File: src/rtl/async_fifo_wr_ctrl.sv
// Write-side controller of the asynchronous FIFO: binary/Gray write pointer,
// read-pointer synchroniser, full/almost-full, fill level and sticky overflow.
module async_fifo_wr_ctrl #(
  parameter int ADDR_W       = 4,
  parameter int SYNC_STAGES  = 2,
  parameter int AFULL_THRESH = 14
) (
  input  logic              clk_i,
  input  logic              rst_n,
  input  logic              wr_en_i,
  input  logic [ADDR_W:0]   rd_ptr_gray_i,
  input  logic              clr_ovf_i,
  output logic              wr_en_o,
  output logic [ADDR_W-1:0] wr_addr_o,
  output logic [ADDR_W:0]   wr_ptr_gray_o,
  output logic              fifo_full_o,
  output logic              almost_full_o,
  output logic [ADDR_W:0]   wr_level_o,
  output logic              overflow_o
);

  localparam logic [ADDR_W:0] AF_T = (ADDR_W+1)'(AFULL_THRESH);

  logic [SYNC_STAGES-1:0][ADDR_W:0] sync_q;
  logic [ADDR_W:0] rq_gray, rq_bin;
  logic [ADDR_W:0] wr_bin_q, wr_bin_d;
  logic [ADDR_W:0] wr_gray_q, wr_gray_d;
  logic            ovf_q, ovf_d;
  logic            full;

  // Raw asynchronous input lands directly in the first flop.
  always_ff @(posedge clk_i or negedge rst_n) begin
    if (!rst_n) sync_q <= '0;
    else        sync_q <= {sync_q[SYNC_STAGES-2:0], rd_ptr_gray_i};
  end

  assign rq_gray = sync_q[SYNC_STAGES-1];

  always_comb begin
    rq_bin = '0;
    for (int i = 0; i <= ADDR_W; i++) rq_bin[i] = ^(rq_gray >> i);
  end

  // Full when pointers match except for the two MSBs of the Gray code.
  assign full = (wr_gray_q == {~rq_gray[ADDR_W:ADDR_W-1], rq_gray[ADDR_W-2:0]});

  // Reset gating keeps the RAM write port quiet while the block is held in reset.
  assign wr_en_o   = wr_en_i & ~full & rst_n;
  assign wr_bin_d  = wr_bin_q + {{ADDR_W{1'b0}}, wr_en_o};
  assign wr_gray_d = wr_bin_d ^ (wr_bin_d >> 1);
  assign ovf_d     = (wr_en_i & full) | (ovf_q & ~clr_ovf_i);

  always_ff @(posedge clk_i or negedge rst_n) begin
    if (!rst_n) begin
      wr_bin_q  <= '0;
      wr_gray_q <= '0;
      ovf_q     <= 1'b0;
    end else begin
      wr_bin_q  <= wr_bin_d;
      wr_gray_q <= wr_gray_d;
      ovf_q     <= ovf_d;
    end
  end

  assign wr_addr_o     = wr_bin_q[ADDR_W-1:0];
  assign wr_ptr_gray_o = wr_gray_q;
  assign fifo_full_o   = full;
  assign wr_level_o    = wr_bin_q - rq_bin;
  assign almost_full_o = (wr_level_o >= AF_T);
  assign overflow_o    = ovf_q;

endmodule

File: config.mk
export PLATFORM = sky130hd
export DESIGN_NAME = async_fifo_wr_ctrl
export DESIGN_NICKNAME = d
export VERILOG_FILES = /design/src/rtl/async_fifo_wr_ctrl.sv
export SDC_FILE = /design/constraint.sdc
export NUM_CORES = 1
export LEC_CHECK = 0
export BUFFER_PORTS_ARGS = -buffer_cell sky130_fd_sc_hd__buf_4
export CAP_MARGIN = 20
export CELL_PAD_IN_SITES_DETAIL_PLACEMENT = 1
export CELL_PAD_IN_SITES_GLOBAL_PLACEMENT = 2
export CORE_MARGIN = 1
export CORE_UTILIZATION = 28
export DETAILED_ROUTE_END_ITERATION = 8
export GPL_TIMING_DRIVEN = 0
export PLACE_DENSITY_LB_ADDON = 0.1
export SYNTH_ARGS = -nofsm -noshare
export SYNTH_HDL_FRONTEND = slang
export SYNTH_SLANG_ARGS = --single-unit
File: constraint.sdc
create_clock -name clk_i -period 2.4 [get_ports clk_i]
set_clock_uncertainty 0.15 [all_clocks]
set_input_delay 0.12 -clock clk_i [delete_from_list [all_inputs] [get_ports clk_i]]
set_output_delay 0.12 -clock clk_i [all_outputs]
set_load 0.02 [all_outputs]
==> impl_metrics.csv <==
group,metric,value,unit
status,status,"finished with violations",
status,violations,"setup timing",
route,ant_nets,0,
clock_network,cts.sink_count,20,
place,gp_congestion,0.692,
global_route,grt_pass1_vias,670,
cells_and_area,syn_to_final_growth,61.0,%
timing,period_share,1.27,
cells_and_area,drive_above_1_share,0.473,
clock_network,root_buffer,"clkbuf_4",
power_and_ir_drop,ir_drop,636,uV
clock_network,cts_buffers,3,
synthesis,synth_cell_type_count,17,
floorplanning,die_x,58.3,um
synthesis,synth_seq_cells,20,
synthesis,yosysTopAreaCell,"dfrtp_1",
place,placed_area,1190,um2
power_and_ir_drop,p_per_area,1490,nW/um2
hold_path,hp-class,"input pin to asynchronous set/reset pin",
power_and_ir_drop,p_sw_frac,0.414,
timing,hold_viol_final,0,
synthesis,synth_cells,68,
route,drt_first_pass_iters,2,
power_and_ir_drop,clkPwrFrac,0.126,
clock_network,clk_latency,0.29,ns
global_route,antenna_found_initial,0,
cells_and_area,fin_area,1430,um2
power_and_ir_drop,p_comb_frac,0.627,
clock_network,h-tree-depth,1,
place,numPortBuffers,26,
synthesis,syn-cell-area,888,um2
floorplanning,core_area,3030,um2
global_route,grt_pass1_wl,2890,um
timing,fin_ws,-0.643,ns
timing,setup_violations,5,
timing,rsz0062_at_grt,"yes",
power_and_ir_drop,p_sw,0.882,mW
synthesis,yosysWarnings,0,
power_and_ir_drop,power_leakage,0.669,nW
power_and_ir_drop,power_frac_seq,0.247,
synthesis,ys_top_cells_by_area,"dfrtp_1, xnor2_1, ha_1",
floorplanning,start_util,0.293,
setup_path,path_class,"flop to output pin",
synthesis,ys_seq_area_frac,0.563,
setup_path,critPathLaunchType,"flop",
cells_and_area,utilization,0.472,
setup_path,cp_data_required_time,2.13,ns
place,post-dp-hpwl,1290,um
floorplanning,io_pins,27,
setup_path,end_kind,"output pin",
timing,worst_slew_pin_slew,0.352,ns
place,post-place-ws,-0.448,ns
route,dr_total_vias,639,
global_route,grt_usage,0.118,
route,vias_per_cell,4.10,
synthesis,synth_fp_nets,84,
floorplanning,dieArea,3400,um2
route,drt_first_iter_violations,6,
global_route,grt_max_degree,22,
floorplanning,row_count,20,
floorplanning,die_h,58.3,um
global_route,overflow,0,
timing,relSlewSlack,0.765,
route,drcViolationCount,0,
timing,holdWs,0.0738,ns
cells_and_area,n_antenna_cell,0,
setup_path,worstPathArrival,2.77,ns
synthesis,synth_top_cell_area_share,0.563,
power_and_ir_drop,p_int,1.25,mW
timing,finalMaxSlewViolations,0,
synthesis,syn_area_per_cell,13.1,um2
timing,fin_crit,3.04,ns
timing,fin_setup_tns,-2.03,ns
job,maxCapViolCount,0,
clock_network,clk_pin_slew,0.11,ns
route,wl_per_cell,11.2,um
clock_network,cts_buffer_depth,2,
timing,fmax,0.329,GHz
setup_path,r2r_cells,9,
cells_and_area,nets,129,
setup_path,worstPathMaxFanout,2,
clock_network,cts_tree,"yes",
route,drt_wl_total,1750,um
[synth_stat cells]
cell,number
a21oi_1,2
a22o_1,1
a31o_2,1
dfrtp_1,20
fa_1,1
ha_1,6
inv_1,7
nand2_1,2
nand2b_1,1
nand3_1,2
nand4_1,1
nor2_1,4
o21ai_0,1
xnor2_1,9
xnor2_2,1
xor2_1,7
xor2_2,2
[critical path, cell delays in order, from the launching register on]
cell      delay (ns)
dfrtp_2         0.44
xnor2_2         0.23
xor2_2          0.23
xor2_2          0.19
xnor2_1         0.10
ha_2            0.18
fa_2            0.34
nand2b_4        0.16
a21oi_4         0.19
xor2_4          0.09
a31o_4          0.21
buf_6           0.12
[per-layer routing]
layer | GRT usage | wire length (um)
met1 | 0.136 | 694
met2 | 0.210 | 987
met3 | 0.0132 | 49
met4 | 0.0714 | 18
met5 | 0 | 0
[final timing paths]
path                            startpoint                to  slack, ns
worst max-delay path            rq_gray[4]     almost_full_o      -0.64
worst min-delay path                 rst_n         sync_q[3]       0.07
worst max register to register  rq_gray[4]  wr_ptr_gray_o[3]       0.14
worst min register to register   sync_q[1]        rq_gray[1]       0.21
max in group asynchronous            rst_n        rq_gray[4]       1.80
min in group clk_i               sync_q[1]        rq_gray[1]       0.21
[repair_timing]
action	CTS	global route
buffers inserted	5	2
endpoints found under the setup margin	8	7
gates cloned	0	0
endpoints found under the hold margin	26	0
resized for setup	7	6
hold buffers	8	0
pin swaps	9	8
[flip-flops by register name (all words and copies together) (netlist names)]
| register | flops |
|---|---|
| rq_gray | 5 |
| sync_q | 5 |
| overflow_o | 1 |
| wr_bin_q | 5 |
| wr_ptr_gray_o | 4 |
[stage by stage]
stage	cells	total power, mW
floorplan	68	1.29
global placement	138	1.70
detailed placement	138	1.71
CTS	155	2.11
global route	156	2.27
finish	156	2.13
[cell usage in the layout, fill, tap and decap left out, drive strengths merged]
cell type,instances
dlygate4sd3,8
nand4,1
a22o,1
xnor2,10
a21oi,2
o21ai,1
xor2,9
inv,7
fa,1
nand2,2
buf,32
bufinv,1
ha,6
dfrtp,20
nand2b,1
nand3,2
clkbuf,3
nor2,4
a31o,1
[power groups by stage]
stage / clock, mW / sequential (mW) / combinational, mW
floorplan: 0 / 0.603 / 0.683
global route: 0.295 / 0.542 / 1.43
global placement: 0 / 0.519 / 1.18
finish: 0.268 / 0.526 / 1.34
CTS: 0.278 / 0.523 / 1.31
detailed placement: 0 / 0.524 / 1.19
[final cells by class]
class,instances,area [um2]
clock buffers,3,22.5
clock inverters,1,30.0
fillers,327,1600
inverters,7,26.3
multi-input cells,41,463
flip-flops and latches,20,502
well taps,44,55.1
repair buffers,40,332
[kinds of logic after synthesis]
| group | share of synthesized area |
|---|---|
| DFF | 0.563 |
| xor gates and xnor gates | 0.213 |
| and+or+nand+nor | 0.0507 |
| buffers and inverters | 0.0296 |
| adders and majority gates | 0.107 |
| AOI/OAI and AO/OA | 0.0366 |
Power figures use the tool's default switching activity.
